==> config.mk <==
export PLATFORM = sky130hd
export DESIGN_NAME = axis_broadcaster_reg
export DESIGN_NICKNAME = d
export VERILOG_FILES = /design/src/rtl/axis_broadcaster_reg.sv
export SDC_FILE = /design/constraint.sdc
export NUM_CORES = 1
export LEC_CHECK = 0
export ABC_AREA = 0
export CORE_MARGIN = 10
export CORE_UTILIZATION = 25
export CTS_BUF_LIST = sky130_fd_sc_hd__clkbuf_4 sky130_fd_sc_hd__clkbuf_8 sky130_fd_sc_hd__clkbuf_16
export CTS_CLUSTER_DIAMETER = 200
export DETAILED_ROUTE_END_ITERATION = 12
export GPL_TIMING_DRIVEN = 0
export PLACE_DENSITY_LB_ADDON = 0.15
export SLEW_MARGIN = 20
export SYNTH_ARGS = -nofsm -noshare
export SYNTH_HDL_FRONTEND = slang
export SYNTH_SLANG_ARGS = --single-unit
==> constraint.sdc <==
create_clock -name AXIS_ACLK -period 1.2 [get_ports AXIS_ACLK]
set_input_delay 0.36 -clock AXIS_ACLK [delete_from_list [all_inputs] [get_ports AXIS_ACLK]]
set_output_delay 0.36 -clock AXIS_ACLK [all_outputs]
set_load 0.02 [all_outputs]
==> src/rtl/axis_broadcaster_reg.sv <==
// Registered AXI4-Stream 1-to-N broadcaster: one beat is held and offered to every enabled output, with one cycle of latency and independent per-output completion.
// S_AXIS_TREADY is high only when no held beat is still owed to a stalled output. Optional stall counter: BROADCASTER_STALL_CNT_EN.
module axis_broadcaster_reg #(
  parameter int DATA_WIDTH  = 32,
  parameter int NUM_OUTPUTS = 2
) (
  input  logic                              AXIS_ACLK,
  input  logic                              AXIS_ARESET,
  input  logic [NUM_OUTPUTS-1:0]            CH_ENABLE,
  input  logic [DATA_WIDTH-1:0]             S_AXIS_TDATA,
  input  logic                              S_AXIS_TVALID,
  input  logic                              S_AXIS_TLAST,
  output logic                              S_AXIS_TREADY,
  output logic [NUM_OUTPUTS*DATA_WIDTH-1:0] M_AXIS_TDATA,
  output logic [NUM_OUTPUTS-1:0]            M_AXIS_TVALID,
  output logic [NUM_OUTPUTS-1:0]            M_AXIS_TLAST,
  input  logic [NUM_OUTPUTS-1:0]            M_AXIS_TREADY
`ifdef BROADCASTER_STALL_CNT_EN
  ,
  output logic [31:0]                       STALL_CNT
`endif
);

  typedef enum logic {ST_IDLE = 1'b0, ST_IN_PKT = 1'b1} state_t;

  state_t                  r_state;
  state_t                  w_state_nxt;
  logic [DATA_WIDTH-1:0]   r_data;
  logic                    r_last;
  logic [NUM_OUTPUTS-1:0]  r_pending;
  logic [NUM_OUTPUTS-1:0]  r_mask;
  logic [NUM_OUTPUTS-1:0]  w_remaining;
  logic [NUM_OUTPUTS-1:0]  w_eff_mask;
  logic                    w_s_rdy;
  logic                    w_accept;

  // Outputs completing this cycle free the holding register for the next beat.
  assign w_remaining = r_pending & ~M_AXIS_TREADY;
  assign w_s_rdy     = ~AXIS_ARESET & (w_remaining == '0);
  assign w_accept    = S_AXIS_TVALID & w_s_rdy;
  assign w_eff_mask  = (r_state == ST_IDLE) ? CH_ENABLE : r_mask;

  assign S_AXIS_TREADY = w_s_rdy;
  assign M_AXIS_TVALID = r_pending & {NUM_OUTPUTS{~AXIS_ARESET}};
  assign M_AXIS_TDATA  = {NUM_OUTPUTS{r_data}};
  assign M_AXIS_TLAST  = {NUM_OUTPUTS{r_last}};

  always_comb begin
    w_state_nxt = r_state;
    if (w_accept) begin
      w_state_nxt = S_AXIS_TLAST ? ST_IDLE : ST_IN_PKT;
    end
  end

  always_ff @(posedge AXIS_ACLK) begin
    if (AXIS_ARESET) begin
      r_state <= ST_IDLE;
    end else begin
      r_state <= w_state_nxt;
    end
  end

  always_ff @(posedge AXIS_ACLK) begin
    if (AXIS_ARESET) begin
      r_data    <= '0;
      r_last    <= 1'b0;
      r_pending <= '0;
      r_mask    <= '0;
    end else if (w_accept) begin
      r_data    <= S_AXIS_TDATA;
      r_last    <= S_AXIS_TLAST;
      r_pending <= w_eff_mask;
      if (r_state == ST_IDLE) begin
        r_mask <= CH_ENABLE;
      end
    end else begin
      r_pending <= w_remaining;
    end
  end

`ifdef BROADCASTER_STALL_CNT_EN
  logic [31:0] r_stall_cnt;

  always_ff @(posedge AXIS_ACLK) begin
    if (AXIS_ARESET) begin
      r_stall_cnt <= '0;
    end else if (S_AXIS_TVALID && !w_s_rdy && (r_stall_cnt != 32'hFFFF_FFFF)) begin
      r_stall_cnt <= r_stall_cnt + 32'd1;
    end
  end

  assign STALL_CNT = r_stall_cnt;
`endif

endmodule

Word level (Yosys, flattened, before mapping)
Cells that the tools add are included.

Register bits: 38.

Mux-type cells: 3. Bitwise logic cells: 6. Reduce and logical (&&, ||, !) cells: 1.

Operators by type and width (number): $and 2x2->2 (2); $mux 2 (2); $and 1x1->1 (2); $logic_not 2->1 (1); $not 2->2 (1); $mux 1 (1); $not 1->1 (1).

Depth between registers and ports, before layout
Gate-level depths: netlist of the first run.

Word-level depth: 6. Depth in mapped cells: 5.

Least setup slack after synthesis of the first run
OpenSTA, ideal clock, no wires.

Path type: in2out. From: input M_AXIS_TREADY[0]. To: output S_AXIS_TREADY. Arrival time: 1172 ps. Required time: 840 ps. Slack: -332 ps. Cell stages on the path: 3. Buffers on the path: 1. Cells stage by stage: and2b_4 clkbuf_2 nor3_1.

Cells in the longest elaborated chain, start to end: 4.

Ends and longest elaborated chain: from (decl) (line 17) `input logic [NUM_OUTPUTS-1:0] M_AXIS_TREADY`; $not 2->2 (line 38) `assign w_remaining = r_pending & ~M_AXIS_TREADY;`; $and 2x2->2 (line 38); $logic_not 2->1 (line 39) `assign w_s_rdy = ~AXIS_ARESET & (w_remaining == '0);`; $and 1x1->1 (line 39); to (decl) (line 13) `output logic S_AXIS_TREADY,`.

Every way passes these cells.

Worst setup path after layout of the first run
From: register r_pending[0]. To: output S_AXIS_TREADY.

Cells in the longest elaborated chain, start to end: 3.

Ends and longest elaborated chain: from (decl) (line 30) `logic [NUM_OUTPUTS-1:0] r_pending;`; from (signal assigned) (line 72) `r_pending <= w_eff_mask;`; from (signal assigned) (line 77) `r_pending <= w_remaining;`; $and 2x2->2 (line 38); $logic_not 2->1 (line 39); $and 1x1->1 (line 39).

Every way passes these cells.

==> results.sh, run 1 <==
export IMPL_status="finished, violations left"
export IMPL_violations="negative setup slack"
export IMPL_area_growth_pct=122.6
export IMPL_numPortBuffers=108
export IMPL_synth_seq_cells=38
export IMPL_ys_warnings_count=0
export IMPL_muxShareOfSynthArea_pct=2.569
export IMPL_io_pins=109
export IMPL_min_period_ns=1.513
export IMPL_synth_compound_area_share_pct=24.66
export IMPL_syn_area_per_cell_um2=9.321
export IMPL_cts_max_level=2
export IMPL_place_gp_congestion=0.6622
export IMPL_hold_ws_ns=0.3850
export IMPL_synth_xor_area_share_pct=0
export IMPL_start_util_pct=25.47
export IMPL_hold_class="in -> reg"
export IMPL_synth_nets=249
export IMPL_synth_top_family_by_area="buffers and inverters"
export IMPL_yosys_area_share_simple_pct=6.936
export IMPL_routed_top_layer="met4"
export IMPL_cap_violations=0
export IMPL_die_area_mm2=0.01172
export IMPL_dp_hpwl_mm=4.839
export IMPL_clock_sinks=38
export IMPL_overflow=0
export IMPL_grt_use_total_pct=10.79
export IMPL_nNetsFinal=395
export IMPL_cp_max_fo=2
export IMPL_avgViaCountPerCell=4.382
export IMPL_yosys_area_top_type="dfxtp_1"
export IMPL_detail_route_wl_per_cell_um=15.50
export IMPL_diodes=0
export IMPL_die_w_um=108.3
export IMPL_skew_ns=0.005035
export IMPL_fillers=677
export IMPL_numCtsBuffers=5
export IMPL_cp_required_ns=0.84
export IMPL_routedLengthMet1_mm=2.837
export IMPL_antenna_found_initial=0
export IMPL_dr_wl_met2_mm=3.730
export IMPL_cp_slowest_cell="dfxtp_2"
export IMPL_grt_pass1_vias=2010
export IMPL_drive_above_1_share_pct=67.80
export IMPL_wl_met3_um=428
export IMPL_leakagePower_nw=1.793
export IMPL_worst_pin_slew_ns=0.5043
export IMPL_routed_wl_mm=7.069
export IMPL_cp_buffers_inverters=2
export IMPL_final_cell_mix="buf_6 (67), buf_4 (48), clkdlybuf4s50_1 (35), o21ai_1 (34), inv_1 (33)"
export IMPL_multi_input_area_mm2=0.001217
export IMPL_setup_ws_ns=-0.3128
export IMPL_synth_top_area_share_pct=39.05
export IMPL_grt_pass1_wl_mm=10.32
export IMPL_maxSlewHeadroom_pct=66.38
export IMPL_layout_commonest_cell="buf_6"
export IMPL_cp_end_kind="output pin"
export IMPL_finalSetupTns_ns=-6.045
export IMPL_slew_viol_final=0
export IMPL_ys_seq_area_share_pct=39.05
export IMPL_p_per_area_mw_per_mm2=843.6
export IMPL_synthTopCellsByArea="dfxtp_1 (39%), buf_4 (13%), o311ai_1 (13%)"
export IMPL_post_route_drc_count=0
export IMPL_cts_root_buf="clkbuf_8"
export IMPL_cp_arrival_ns=1.15
export IMPL_hold_violations=0
export IMPL_rsz0062_at_grt="true"
export IMPL_setup_viol=62
export IMPL_num_vias=1998
export IMPL_cts_buffer_depth=2
export IMPL_fmax_mhz=661.0
export IMPL_instances_no_fill=456
export IMPL_coreArea_mm2=0.007647
export IMPL_critPathKind="reg -> out"
export IMPL_worst_setup_path_start_kind="register"
export IMPL_die_h_um=108.3
export IMPL_first_iter_violations=21
export IMPL_clkSlewWorstSetupHoldPaths_ns=0.07
export IMPL_clock_latency_ns=0.28
export IMPL_cts_tree="done"
export IMPL_synthesis_area_mm2=0.001948
export IMPL_placed_cells=419
export IMPL_peakVddDrop_v=0.0003637
export IMPL_worstPathCellList="and2b_4, clkbuf_16, nor3_4, buf_6"
export IMPL_synthAdderAreaFrac_pct=0
export IMPL_netlist_instances=209
export IMPL_grt_max_degree=11
export IMPL_crit_family="flip-flops"
export IMPL_regArea_um2=869.6
export IMPL_yosysUniqueCellTypes=24
export IMPL_dr_pass1_iters=4
export IMPL_holdBufCountCts=0
export IMPL_min_period_over_period_pct=126.1
export IMPL_ant_nets=0
export IMPL_slowest_delay_ns=0.32
export IMPL_rows=32
==> synthesized netlist by cell type <==
master,number
buf_4,34
nor3_1,1
inv_1,34
nand2b_2,1
and2b_4,1
and2b_1,3
nand4b_4,1
nand3_4,1
and2b_2,1
dfxtp_1,38
o21ai_1,30
or2b_4,1
o22ai_1,2
buf_6,4
inv_2,1
nor2b_4,2
buf_2,5
mux2i_1,2
o311ai_0,5
o21ai_0,4
o311ai_1,29
buf_8,3
mux2_4,2
clkbuf_2,4
==> power breakdown <==
group          internal, mW  switching, mW
clock                 0.443          0.428
combinational         0.727          0.622
sequential             1.34         0.0952
total                  2.51           1.15
==> state kept, by name, summed over array words and instances (netlist names) <==
signal,flops
r_data,32
r_last,1
r_state,1
r_pending,2
r_mask,2
==> metal layers <==
metal  up-vias  global-route usage, %
met5         -                      0
met2        53                  18.88
met4         0                  3.672
met3         5                  3.153
met1       938                  12.26
li1       1002                      -
==> final timing paths <==
path                 from             to  slack, ns  cells after the start
max reg2reg  r_pending[0]     r_data[15]      -0.23                      7
min reg2reg     r_data[9]      r_data[9]       0.49                      2
max          r_pending[0]  S_AXIS_TREADY      -0.31                      4
min           AXIS_ARESET   r_pending[1]       0.38                      2
==> stage by stage <==
stage / power (mW) / util, % / instance area, µm² / worst slack [ns]
after detailed placement: 2.493 / 41.43 / 3168 / -1.215
after global placement: 2.483 / 41.43 / 3168 / -1.191
final: 3.658 / 56.71 / 4337 / -0.3128
after floorplan: 1.970 / - / 1959 / -0.09803
after CTS: 3.525 / 47.79 / 3655 / -0.3296
after global routing: 3.852 / 56.71 / 4337 / -0.3521
==> logic make-up after synthesis <==
family,Yosys count
buffers and inverters,85
AO/OA/AOI/OAI,70
flip-flops,38
AND/OR/NAND/NOR,12
multiplexers,4
==> area by class of cell <==
| type | count | area share (%) |
|---|---|---|
| flip-flops and latches | 38 | 20.05 |
| inverters | 35 | 3.116 |
| plain buffers | 42 | 11.54 |
| repair buffers | 147 | 32.37 |
| well taps | 102 | 2.943 |
| clock buffers | 6 | 1.904 |
| multi-input cells | 86 | 28.07 |
==> repair_timing <==
item,4_1_cts,5_1_grt
setup buffers,10,27
pin swaps,5,5
hold endpoints to repair,0,0
gates cloned,1,3
setup endpoints to repair,107,101
gates resized for setup,473,110
Power figures use the tool's default switching activity.
==> run 2, diff against run 1 <==
--- a/config.mk
+++ b/config.mk
@@ -10,6 +10,7 @@
 export CORE_UTILIZATION = 25
 export CTS_BUF_LIST = sky130_fd_sc_hd__clkbuf_4 sky130_fd_sc_hd__clkbuf_8 sky130_fd_sc_hd__clkbuf_16
 export CTS_CLUSTER_DIAMETER = 200
+export CTS_CLUSTER_SIZE = 12
 export DETAILED_ROUTE_END_ITERATION = 12
 export GPL_TIMING_DRIVEN = 0
 export PLACE_DENSITY_LB_ADDON = 0.15
==> results of run 2 <==
Same layout as run 1: the final DEF is identical, and so are final timing and power.
==> run 3, diff against run 2 <==
--- a/config.mk
+++ b/config.mk
@@ -6,7 +6,7 @@
 export NUM_CORES = 1
 export LEC_CHECK = 0
 export ABC_AREA = 0
-export CORE_MARGIN = 10
+export CORE_MARGIN = 4
 export CORE_UTILIZATION = 25
 export CTS_BUF_LIST = sky130_fd_sc_hd__clkbuf_4 sky130_fd_sc_hd__clkbuf_8 sky130_fd_sc_hd__clkbuf_16
 export CTS_CLUSTER_DIAMETER = 200
@@ -14,6 +14,7 @@
 export DETAILED_ROUTE_END_ITERATION = 12
 export GPL_TIMING_DRIVEN = 0
 export PLACE_DENSITY_LB_ADDON = 0.15
+export SKIP_CTS_REPAIR_TIMING = 1
 export SLEW_MARGIN = 20
 export SYNTH_ARGS = -nofsm -noshare
 export SYNTH_HDL_FRONTEND = slang
==> run 3 against run 2 <==
The flow still finishes with violations (negative setup slack). Clock skew is 0.0031 ns higher. Combinational power is 12% lower. Global-route usage is 1.7 points higher. Die area is 21% lower. Design area is 12% lower. Critical endpoint unchanged.
==> results.sh, run 3 (synthesis results as in run 1) <==
export IMPL_setup_viol=64
export IMPL_coreArea_mm2=0.007408
export IMPL_leakagePower_nw=1.717
export IMPL_grt_pass1_vias=1812
export IMPL_area_growth_pct=95.18
export IMPL_drive_above_1_share_pct=61.06
export IMPL_clock_sinks=38
export IMPL_min_period_over_period_pct=129.6
export IMPL_finalSetupTns_ns=-2.470
export IMPL_cts_root_buf="clkbuf_8"
export IMPL_avgViaCountPerCell=4.400
export IMPL_status="finished, violations left"
export IMPL_crit_family="flip-flops"
export IMPL_ant_nets=0
export IMPL_final_cell_mix="buf_6 (76), clkdlybuf4s50_1 (35), inv_1 (33), buf_4 (30), o21ai_1 (29)"
export IMPL_utilization_pct=51.33
export IMPL_critPathKind="reg -> out"
export IMPL_routed_wl_mm=6.220
export IMPL_die_w_um=96.28
export IMPL_nNetsFinal=378
export IMPL_grt_use_total_pct=12.51
export IMPL_violations="negative setup slack"
export IMPL_rows=31
export IMPL_placed_cells=416
export IMPL_cp_required_ns=0.84
export IMPL_largest_reg_flops=32
export IMPL_cts_tree="done"
export IMPL_min_period_ns=1.556
export IMPL_rrSetupSlack_ns=-0.17
export IMPL_biggestRegsByFlops="r_data (32), r_mask (2), r_pending (2)"
export IMPL_numCtsBuffers=5
export IMPL_dp_slack_ns=-1.215
export IMPL_peakVddDrop_v=0.0003593
export IMPL_num_vias=1927
export IMPL_post_route_drc_count=0
export IMPL_antenna_found_initial=0
export IMPL_layout_commonest_cell="buf_6"
export IMPL_fmax_mhz=642.8
export IMPL_hold_violations=0
export IMPL_power_total_mw=3.596
export IMPL_worst_pin_slew_ns=0.4242
export IMPL_p_per_area_mw_per_mm2=945.6
export IMPL_cp_slowest_cell="dfxtp_2"
export IMPL_io_pins=109
export IMPL_clkSlewWorstSetupHoldPaths_ns=0.08
export IMPL_cts_buffer_depth=2
export IMPL_die_h_um=96.28
export IMPL_diodes=0
export IMPL_maxSlewHeadroom_pct=71.72
export IMPL_instances_no_fill=438
export IMPL_skew_ns=0.008091
export IMPL_clock_latency_ns=0.29
export IMPL_first_iter_violations=38
export IMPL_overflow=0
export IMPL_setup_ws_ns=-0.3558
export IMPL_largest_register="r_data"
export IMPL_grt_max_degree=12
export IMPL_cap_violations=0
export IMPL_cts_max_level=2
export IMPL_slew_viol_final=0
export IMPL_cp_arrival_ns=1.20
export IMPL_rsz0062_at_grt="true"
export IMPL_grt_pass1_wl_mm=9.218
export IMPL_hold_class="in -> reg"
export IMPL_dr_pass1_iters=4
export IMPL_worstPathCellList="nor2b_4, buf_8, nor3_4, buf_6"
export IMPL_cp_buffers_inverters=2
export IMPL_die_area_mm2=0.009269
export IMPL_dp_hpwl_mm=4.111
export IMPL_place_gp_congestion=0.6590
export IMPL_cp_max_fo=6
export IMPL_numPortBuffers=108
export IMPL_cp_end_kind="output pin"
export IMPL_start_util_pct=26.30
export IMPL_detail_route_wl_per_cell_um=14.20
export IMPL_slowest_delay_ns=0.33
export IMPL_worst_setup_path_start_kind="register"
[run 3: through the flow]
step,hold WS (ns),area (µm²)
global placement,0.4707,3164
CTS,0.4882,3259
global route,0.4234,3802
detailed placement,0.4786,3164
floorplan,0.4580,1959
finish,0.4024,3802
[run 3: final timing paths]
path | start | to | cells after the start
setup / recovery | r_pending[1] | S_AXIS_TREADY | 4
hold reg to reg | r_data[5] | r_data[5] | 2
hold / removal | AXIS_ARESET | r_pending[1] | 2
setup reg to reg | r_pending[0] | r_data[17] | 6
[run 3: layout make-up]
| cell class | count | area [µm²] |
|---|---|---|
| fillers | 707 | 3606 |
| clock inverters | 1 | 5.005 |
| well taps | 99 | 123.9 |
| multi-input cells | 87 | 910.9 |
| flip-flops and latches | 38 | 824.5 |
| plain buffers | 49 | 540.5 |
| clock buffers | 7 | 90.09 |
| inverters | 35 | 131.4 |
| repair buffers | 122 | 1176 |
[run 3: routing by layer]
| layer | vias to the layer above | track usage (%) | wire, µm |
|---|---|---|---|
| met5 | - | 0 | 0 |
| met4 | 0 | 2.133 | 24 |
| met3 | 2 | 3.831 | 473 |
| met2 | 67 | 19.67 | 3015 |
| met1 | 887 | 17.00 | 2707 |
| li1 | 971 | - | - |
[run 3: report_power, final]
| group | total [mW] | switching, mW | internal, mW | leakage (nW) |
|---|---|---|---|---|
| sequential | 1.46 | 0.0941 | 1.36 | 0.328 |
| combinational | 1.19 | 0.530 | 0.657 | 1.34 |
| clock | 0.953 | 0.466 | 0.487 | 0.0517 |
